## config.mk

```make
export PLATFORM = sky130hd
export DESIGN_NAME = stim_seq_ctrl
export DESIGN_NICKNAME = d
export VERILOG_FILES = /design/src/rtl/stim_seq_pkg.sv /design/src/rtl/stim_seq_ctrl_tick_counter.sv /design/src/rtl/stim_seq_ctrl.sv
export SDC_FILE = /design/constraint.sdc
export NUM_CORES = 1
export LEC_CHECK = 0
export CORE_MARGIN = 1.5
export CORE_UTILIZATION = 45
export CTS_BUF_LIST = sky130_fd_sc_hd__clkbuf_8
export DETAILED_ROUTE_END_ITERATION = 10
export PLACE_DENSITY = 0.66
export SLEW_MARGIN = 20
export SYNTH_ARGS = -nofsm -noshare
export SYNTH_HDL_FRONTEND = slang
export SYNTH_SLANG_ARGS = --single-unit
export TNS_END_PERCENT = 100
```

## constraint.sdc

```tcl
create_clock -name clk -period 3.68 [get_ports clk]
set_input_delay 0.368 -clock clk [delete_from_list [all_inputs] [get_ports clk]]
set_output_delay 0.368 -clock clk [all_outputs]
set_load 0.05 [all_outputs]
```

## src/rtl/stim_seq_pkg.sv

```systemverilog
// Shared types and default widths for the stimulus sequence controller.
package stim_seq_pkg;

    localparam int STIM_SIZE_DEF = 8;
    localparam int CNT_W_DEF     = 16;
    localparam int SWEEP_W_DEF   = 8;

    typedef enum logic [1:0] {
        ST_IDLE,
        ST_OFFSET,
        ST_RUN,
        ST_DONE
    } state_t;

endpackage

```

## src/rtl/stim_seq_ctrl_tick_counter.sv

```systemverilog
// Enable/clear up-counter; match flags the enabled cycle whose
// increment lands on the target value.
module tick_counter #(
    parameter int CNT_W = 16
) (
    input  logic             clk,
    input  logic             rst_n,
    input  logic             en,
    input  logic             clr,
    input  logic [CNT_W-1:0] target,
    output logic             match
);

    localparam logic [CNT_W-1:0] ONE = {{(CNT_W-1){1'b0}}, 1'b1};

    logic [CNT_W-1:0] cnt_q;
    logic [CNT_W-1:0] cnt_d;
    logic [CNT_W-1:0] cnt_inc;

    always_comb begin
        cnt_inc = cnt_q + ONE;
        match   = en && (cnt_inc == target);
        cnt_d   = cnt_q;
        if (clr) begin
            cnt_d = '0;
        end else if (en) begin
            cnt_d = cnt_inc;
        end
    end

    always_ff @(posedge clk or negedge rst_n) begin
        if (!rst_n) begin
            cnt_q <= '0;
        end else begin
            cnt_q <= cnt_d;
        end
    end

endmodule

```

## src/rtl/stim_seq_ctrl.sv

```systemverilog
// Sequences a counting stimulus pattern with programmable offset,
// step period and sweep count; start/abort/pause control.
module stim_seq_ctrl
    import stim_seq_pkg::*;
#(
    parameter int STIM_SIZE = STIM_SIZE_DEF,
    parameter int CNT_W     = CNT_W_DEF,
    parameter int SWEEP_W   = SWEEP_W_DEF
) (
    input  logic                 clk,
    input  logic                 rst_n,
    input  logic                 start,
    input  logic                 abort,
    input  logic                 pause,
    input  logic [CNT_W-1:0]     cfg_offset,
    input  logic [CNT_W-1:0]     cfg_period,
    input  logic [SWEEP_W-1:0]   cfg_sweeps,
    output logic [STIM_SIZE-1:0] stim_pattern,
    output logic                 stim_valid,
    output logic [SWEEP_W-1:0]   sweep_idx,
    output logic                 busy,
    output logic                 done
);

    localparam logic [STIM_SIZE-1:0] PAT_ONE = {{(STIM_SIZE-1){1'b0}}, 1'b1};
    localparam logic [SWEEP_W-1:0]   SW_ONE  = {{(SWEEP_W-1){1'b0}}, 1'b1};
    localparam logic [CNT_W-1:0]     CNT_ONE = {{(CNT_W-1){1'b0}}, 1'b1};

    state_t               state_q,   state_d;
    logic [STIM_SIZE-1:0] pattern_q, pattern_d;
    logic [SWEEP_W-1:0]   sweep_q,   sweep_d;
    logic                 valid_q,   valid_d;
    logic [CNT_W-1:0]     offset_q,  offset_d;
    logic [CNT_W-1:0]     period_q,  period_d;
    logic [SWEEP_W-1:0]   sweeps_q,  sweeps_d;

    logic off_en, off_clr, off_match;
    logic per_en, per_clr, per_match;
    logic [SWEEP_W-1:0] sweep_inc;

    tick_counter #(.CNT_W(CNT_W)) u_off_cnt (
        .clk    (clk),
        .rst_n  (rst_n),
        .en     (off_en),
        .clr    (off_clr),
        .target (offset_q),
        .match  (off_match)
    );

    tick_counter #(.CNT_W(CNT_W)) u_per_cnt (
        .clk    (clk),
        .rst_n  (rst_n),
        .en     (per_en),
        .clr    (per_clr),
        .target (period_q),
        .match  (per_match)
    );

    always_comb begin
        state_d   = state_q;
        pattern_d = pattern_q;
        sweep_d   = sweep_q;
        valid_d   = 1'b0;
        offset_d  = offset_q;
        period_d  = period_q;
        sweeps_d  = sweeps_q;
        off_en    = 1'b0;
        off_clr   = 1'b0;
        per_en    = 1'b0;
        per_clr   = 1'b0;
        sweep_inc = sweep_q + SW_ONE;

        if (abort) begin
            // pattern and sweep index are left as they were for inspection
            state_d = ST_IDLE;
            off_clr = 1'b1;
            per_clr = 1'b1;
        end else begin
            unique case (state_q)
                ST_IDLE: begin
                    if (start) begin
                        offset_d  = cfg_offset;
                        period_d  = (cfg_period == '0) ? CNT_ONE : cfg_period;
                        sweeps_d  = cfg_sweeps;
                        pattern_d = '0;
                        sweep_d   = '0;
                        off_clr   = 1'b1;
                        per_clr   = 1'b1;
                        if (cfg_sweeps == '0) begin
                            state_d = ST_DONE;
                        end else if (cfg_offset == '0) begin
                            state_d = ST_RUN;
                        end else begin
                            state_d = ST_OFFSET;
                        end
                    end
                end
                ST_OFFSET: begin
                    if (!pause) begin
                        off_en = 1'b1;
                        if (off_match) begin
                            off_clr = 1'b1;
                            state_d = ST_RUN;
                        end
                    end
                end
                ST_RUN: begin
                    if (!pause) begin
                        per_en = 1'b1;
                        if (per_match) begin
                            per_clr   = 1'b1;
                            pattern_d = pattern_q + PAT_ONE;
                            valid_d   = 1'b1;
                            if (&pattern_q) begin
                                sweep_d = sweep_inc;
                                if (sweep_inc == sweeps_q) begin
                                    state_d = ST_DONE;
                                end
                            end
                        end
                    end
                end
                ST_DONE: begin
                    state_d = ST_IDLE;
                end
            endcase
        end
    end

    always_ff @(posedge clk or negedge rst_n) begin
        if (!rst_n) begin
            state_q   <= ST_IDLE;
            pattern_q <= '0;
            sweep_q   <= '0;
            valid_q   <= 1'b0;
            offset_q  <= '0;
            period_q  <= '0;
            sweeps_q  <= '0;
        end else begin
            state_q   <= state_d;
            pattern_q <= pattern_d;
            sweep_q   <= sweep_d;
            valid_q   <= valid_d;
            offset_q  <= offset_d;
            period_q  <= period_d;
            sweeps_q  <= sweeps_d;
        end
    end

    assign stim_pattern = pattern_q;
    assign stim_valid   = valid_q;
    assign sweep_idx    = sweep_q;
    assign busy         = (state_q == ST_OFFSET) || (state_q == ST_RUN);
    assign done         = (state_q == ST_DONE);

endmodule

```

==> results of run 1 <==
==> kinds of logic (layout without fill, tap and decap cells) <==
kind of cell,Yosys count,count (layout)
flops,91,91
buf+inv,48,108
simple gates,236,236
fa+ha+maj,9,9
compound gates,75,75
xor+xnor,73,73
mux,53,53
==> per-stage QoR <==
stage          cells  util [%]  instance area, µm²  hold WS, ns  setup WS (ns)
2_1_floorplan    585         -                5505      0.07241         0.4041
3_3_place_gp     777     52.47                6276       0.5133         0.2181
3_5_place_dp     777     52.47                6276       0.5186        0.07689
4_1_cts          792     54.48                6516       0.1545         0.1628
5_1_grt          792     54.58                6529       0.1823        0.03985
6_report         792     54.58                6529       0.1255         0.2602
==> placed cells by master (no fill, tap or decap), drive strengths merged, types with 5 or more instances in the layout <==
cell type | synthesis | routed
a31oi | 5 | 5
nor2 | 62 | 62
nor3 | 20 | 20
o211ai | 5 | 5
ha | 9 | 9
mux2 | 40 | 40
mux2i | 13 | 13
buf | 14 | 13
dfrtp | 91 | 91
nor4 | 23 | 23
and2 | 5 | 5
xnor2 | 45 | 45
or3 | 8 | 8
xor2 | 28 | 28
nand2 | 52 | 52
nand4 | 15 | 15
a21oi | 11 | 11
inv | 18 | 19
nand3 | 23 | 23
o21ai | 28 | 28
clkdlybuf4s50 | 0 | 62
clkbuf | 16 | 10
==> power groups by stage <==
stage / Clock (mW) / Combinational (mW) / Sequential [mW]
final: 0.832 / 1.13 / 1.45
after global routing: 0.893 / 1.25 / 1.48
after CTS: 0.852 / 1.12 / 1.44
after detailed placement: 0 / 1.12 / 1.46
after global placement: 0 / 1.09 / 1.46
after floorplan: 0 / 0.844 / 1.39
==> registers in the layout, indices dropped and copies added (netlist names) <==
register	flops
u_off_cnt.cnt_q	16
sweep_idx	8
state_q	2
period_q	16
stim_pattern	8
stim_valid	1
sweeps_q	8
u_per_cnt.cnt_q	16
offset_q	16
==> routing by layer <==
layer,global-route usage [%],vias up,part of all wire [%]
met5,0,-,0
li1,-,2177,-
met1,28.89,2183,47
met4,8.333,0,1.5
met2,34.66,86,48
met3,4.304,19,3.7
==> path summary, 6_finish.rpt <==
path                            slack (ns)            to
worst max register to register        0.26  sweep_idx[6]
worst min register to register        0.53   period_q[9]
max in group asynchronous             2.68  sweep_idx[1]
min in group clk                      0.53   period_q[9]
worst max-delay path                  0.26  sweep_idx[6]
worst min-delay path                  0.13   offset_q[6]
==> layout make-up <==
| type | count | area [µm²] |
|---|---|---|
| fill | 1086 | 5433 |
| multi-input combinational | 446 | 3042 |
| sequential | 91 | 2277 |
| timing repair buffer | 75 | 718.2 |
| tap | 147 | 183.9 |
| clock buffer | 10 | 137.6 |
| clock inverter | 5 | 102.6 |
| inverter | 18 | 67.56 |
==> flow_summary_export.csv, run 1 <==
group,metric,value,unit
clocking,cts_buffers,9,
clocking,post-cts-setup-buffers,0,
power_and_ir_drop,swShare,33.46,%
timing,hold_viol,0,
grt,grt_first_pass_wirelength,22050,µm
worst_setup_path,crit_chain,"inv_1, ha_1, or3b_1, nor3_2, nand4_1, or4_1, or4_4, o21ai_1, o2bb2ai_1, o22ai_1",
clocking,htree_levels,3,
synth,synth.most_common_cell,"dfrtp_1",
detailed_routing,firstDrtPassIters,4,
detailed_routing,wl_per_cell,16.83,µm
final_layout,syn_to_final_growth,18.59,%
timing,rsz0062_at_grt,"no",
synth,synth.area.top_cells,"dfrtp_1 (41%), mux2_2 (8.2%), xnor2_1 (7.2%), xor2_1 (4.5%), nor2_1 (4.2%)",
timing,fin_crit_sh,92.93,%
power_and_ir_drop,peakVddDrop,0.3542,mV
worst_setup_path,cp_num_buf_inv,1,
detailed_routing,drt_iter0_markers,268,
floorplanning,chipWidth,113.6,µm
worst_setup_path,path_class,"flop to flop",
timing,tightest_slew,0.9149,ns
synth,synth_top_family_by_area,"simple AND/OR/NAND/NOR gates",
floorplanning,die_h,113.6,µm
worst_setup_path,start_kind,"flop",
worst_setup_path,worst_ep_arrival_time,3.67,ns
grt,grt_max_degree,72,
detailed_routing,ant_nets,0,
place,place_hpwl,9756,µm
power_and_ir_drop,power_frac_comb,33.1,%
final_layout,n_antenna_cell,0,
detailed_routing,vias,4465,
worst_setup_path,crit_slowest_cell,"or4_4",
floorplanning,ioPinCount,64,
synth,synth.yosys.seq_area_share,41.36,%
floorplanning,start_util,46.03,%
final_layout,num-nets-final,695,
worst_setup_path,cp_max_fo,14,
clocking,cts.sink_count,91,
grt,antenna_found_initial,0,
grt,grt_remaining_overflow,0,
synth,yosysWarnings,0,
synth,postSynth.topFlopCell,"dfrtp_1",
worst_setup_path,max_stage_delay,0.56,ns
synth,syn_nets,639,
power_and_ir_drop,power,3.405,mW
clocking,clock_latency,0.38,ns
timing,slew_violations,0,
synth,synth_common_cells,"dfrtp_1 (91), nor2_1 (61), nand2_1 (52)",
worst_setup_path,startpoint,"state_q[0]",
flow_run,cap_violations,0,
synth,syn_area_per_cell,9.411,µm²
synth,synth.distinct_cells,61,
synth,synthArstFlopShare,100.0,%
synth,synth_xor_area_share,11.61,%
synth,synthAdderAreaFrac,2.045,%
worst_hold_path,min_path_type,"primary input to async pin",
grt,grtUsageTotal,21.58,%
power_and_ir_drop,switchingPower,1.139,mW
power_and_ir_drop,p_leak,2.503,nW
power_and_ir_drop,power_density,521.6,mW/mm²
power_and_ir_drop,p_int,2.266,mW
synth,synth.top_cell.area_share,41.36,%
worst_setup_path,cp.required,3.93,ns
power_and_ir_drop,power_frac_clock,24.4,%
detailed_routing,drc_errors,0,
floorplanning,dieArea,0.01291,mm²
clocking,cts.reportedPaths.clkPinSlew,0.09,ns
synth,ys_ff_latch,91,
timing,setup_tns,0,ns
worst_setup_path,cp-end-kind,"flop",
synth,syn_inst,585,
clocking,post_cts_resized,0,
timing,fmax,292.4,MHz
timing,fin_crit,3.420,ns
synth,synthMuxAreaShare,10.55,%
timing,fin_skew,0.01073,ns
timing,setup_viol,0,
floorplanning,core-area,0.01196,mm²
grt,grt_pass1_vias,4503,
final_layout,drive_gt1_share,12.40,%
synth,synth_compound_area_share,8.818,%
timing,slew_headroom,39.01,%
clocking,clockBufferDepth,2,
worst_setup_path,crit_family,"simple AND/OR/NAND/NOR gates",
worst_setup_path,cp.depth,10,
power_and_ir_drop,seq_power_share,42.4,%
run_status,status,"completed",
clocking,root_buffer,"clkbuf_8",
clocking,tritoncts,"yes",
worst_setup_path,rr_worst_depth,10,
place,port_buffers,63,
floorplanning,num_rows,40,
synth,synth-edff-count,0,
clocking,ctsHoldBuffers,0,
synth,synth-simple-area-share,21.91,%
detailed_routing,viasPerCell,5.638,
detailed_routing,drt-total-wl,13330,µm
worst_setup_path,reg2reg_from,"state_q[0]",
synth,syn_area,0.005505,mm²
place,globalplace.congestion,0.8653,
synth,netlist.top_cell.by_area,"dfrtp_1",
(Power assumes the default switching activity.)
==> inputs of run 2 (changes only) <==
ABC_AREA = 1   (was unset)
CORE_MARGIN = unset   (was 1.5)
REMOVE_ABC_BUFFERS = 1   (was unset)
==> flow_summary_export.csv, run 2 <==
group,metric,value,unit
timing,fin_skew,0.01081,ns
final_layout,finalInstanceArea,0.006858,mm²
worst_setup_path,worst_ep_arrival_time,3.00,ns
worst_setup_path,startpoint,"state_q[0]",
grt,grt_first_pass_wirelength,23970,µm
final_layout,multi_input_area,0.003173,mm²
flow_run,cap_violations,0,
timing,fin_crit_sh,74.59,%
timing,setup_tns,0,ns
grt,grt_remaining_overflow,0,
worst_setup_path,cp.required,3.94,ns
clocking,tritoncts,"yes",
detailed_routing,vias,5377,
synth,synth-edff-count,0,
power_and_ir_drop,swShare,39.67,%
floorplanning,dieArea,0.01351,mm²
power_and_ir_drop,p_int,2.046,mW
floorplanning,start_util,46.34,%
synth,synth_common_cells,"nand2_1 (263), dfrtp_1 (91), inv_1 (86)",
synth,synthArstFlopShare,100.0,%
synth,synth.top_cell.area_share,38.78,%
worst_setup_path,cp-end-kind,"flop",
final_layout,final_common_cell,"nand2_1",
detailed_routing,drt_iter0_markers,486,
detailed_routing,ant_nets,0,
synth,synth.most_common_cell,"nand2_1",
final_layout,drive_gt1_share,8.676,%
grt,antenna_found_initial,0,
clocking,post_cts_resized,0,
synth,syn_inst,812,
clocking,clock_latency,0.37,ns
worst_setup_path,rr_endpoint,"sweep_idx[4]",
worst_hold_path,min_path_type,"primary input to async pin",
timing,fmax,364.3,MHz
power_and_ir_drop,power_frac_comb,36.4,%
floorplanning,ioPinCount,64,
power_and_ir_drop,p_leak,3.103,nW
synth,syn_area_per_cell,7.231,µm²
grt,met3_usage,2.750,%
grt,grt_pass1_vias,5148,
synth,postSynth.topFlopCell,"dfrtp_1",
detailed_routing,drc_errors,0,
worst_setup_path,reg2reg_from,"state_q[0]",
final_layout,layout_common_cells,"nand2_1 (263), dfrtp_1 (91), inv_1 (86)",
grt,grt_max_degree,83,
place,placedCellCount,1032,
place,globalplace.congestion,0.8931,
final_layout,num-nets-final,925,
final_layout,regArea,0.002277,mm²
worst_setup_path,start_kind,"flop",
run_status,status,"completed",
synth,synth.yosys.seq_area_share,38.78,%
final_layout,fillers,1256,
detailed_routing,wl_per_cell,13.64,µm
clocking,htree_levels,3,
clocking,cts.sink_count,91,
place,place_hpwl,10950,µm
clocking,cts_buffers,9,
timing,fin_crit,2.745,ns
power_and_ir_drop,power_density,494.6,mW/mm²
timing,hold_viol,0,
place,port_buffers,63,
clocking,post-cts-setup-buffers,0,
timing,slew_violations,0,
timing,rsz0062_at_grt,"no",
timing,setup_viol,0,
grt,grtUsageTotal,22.81,%
grt,top_usage_layer,"met2",
floorplanning,core-area,0.01267,mm²
power_and_ir_drop,switchingPower,1.346,mW
floorplanning,die_h,116.2,µm
final_layout,syn_to_final_growth,16.79,%
floorplanning,num_rows,41,
clocking,ctsHoldBuffers,0,
synth,synth.area.top_cells,"dfrtp_1 (39%), nand2_1 (17%), nand3_1 (5.5%), inv_1 (5.5%), nor2_1 (5.3%)",
timing,slew_headroom,30.13,%
synth,ys_ff_latch,91,
timing,tightest_slew,1.047,ns
grt,met2_usage,36.49,%
power_and_ir_drop,power_frac_clock,20.6,%
clocking,root_buffer,"clkbuf_8",
worst_setup_path,cp_max_fo,11,
detailed_routing,firstDrtPassIters,5,
synth,syn_area,0.005872,mm²
place,place_area,0.006651,mm²
worst_setup_path,path_class,"flop to flop",
worst_setup_path,rr_worst_depth,15,
synth,netlist.top_cell.by_area,"dfrtp_1",
clocking,clockBufferDepth,2,
floorplanning,chipWidth,116.2,µm
synth,yosysWarnings,0,
power_and_ir_drop,peakVddDrop,0.1882,mV
synth,synth.distinct_cells,36,
clocking,cts.reportedPaths.clkPinSlew,0.09,ns
final_layout,instances_no_fill,1048,
detailed_routing,drt-total-wl,14300,µm
power_and_ir_drop,seq_power_share,43.0,%
grt,grtUsageMet1,31.93,%
detailed_routing,viasPerCell,5.131,
final_layout,n_antenna_cell,0,
worst_setup_path,regToRegSetupSlack,0.94,ns
run 2: cell families after synthesis:
logic type                 share of synthesized area [%]
and+or+nand+nor                                    37.63
buffers and inverters                              7.224
DFF                                                38.78
AOI/OAI and AO/OA                                  9.418
xor gates and xnor gates                           5.029
adders and majority gates                          1.918
run 2: worst max-delay path by stage:
| stage | to | cells after the start | slack [ns] |
|---|---|---|---|
| global placement | u_per_cnt.cnt_q[1] | 13 | 0.94 |
| global route | sweep_idx[0] | 15 | 0.46 |
| floorplan | period_q[0] | 7 | 0.35 |
| CTS | u_per_cnt.cnt_q[10] | 13 | 0.94 |
| finish | sweep_idx[4] | 15 | 0.94 |
| detailed placement | u_per_cnt.cnt_q[4] | 13 | 0.82 |
run 2: worst max-delay path: stages (launching register included):
cell      delay (ns)
dfrtp_1         0.44
inv_1           0.13
ha_1            0.33
nand2_1         0.12
nor2_1          0.46
nand3_1         0.15
nor2_1          0.16
nand3_1         0.09
nor2_1          0.10
nand3b_1        0.08
nor2_1          0.14
nand2_2         0.10
nand2_4         0.13
nand2_4         0.09
nand2_1         0.08
nand2_1         0.05
run 2: cell type report:
type,instances,share of cell area [%]
clock inverters,6,0.9487
repair buffers,65,9.433
flip-flops and latches,91,33.21
clock buffers,10,2.007
inverters,90,4.999
well taps,172,3.138
multi-input cells,614,46.27
run 2: power by group through the flow:
stage / logic [mW] / clock network, mW / registers, mW
after floorplan: 0.873 / 0 / 1.44
after global placement: 1.21 / 0 / 1.46
after detailed placement: 1.23 / 0 / 1.47
after CTS: 1.24 / 0.716 / 1.45
after global routing: 1.40 / 0.762 / 1.49
final: 1.23 / 0.699 / 1.46
run 2: layer usage:
metal | vias to the layer above | share of wire, %
li1 | 2731 | -
met1 | 2496 | 49
met2 | 136 | 46
met3 | 14 | 3.8
met4 | 0 | 1.4
met5 | - | 0
run 2: metrics by stage:
stage	hold WS, ns	total power, mW	setup WS (ns)	util [%]
after floorplan	0.07241	2.318	0.3451	-
after detailed placement	0.4782	2.705	0.8243	52.49
after CTS	0.2253	3.408	0.9410	54.09
after global placement	0.4732	2.673	0.9361	52.49
after global routing	0.09763	3.654	0.4557	54.12
final	0.04505	3.392	0.9352	54.12
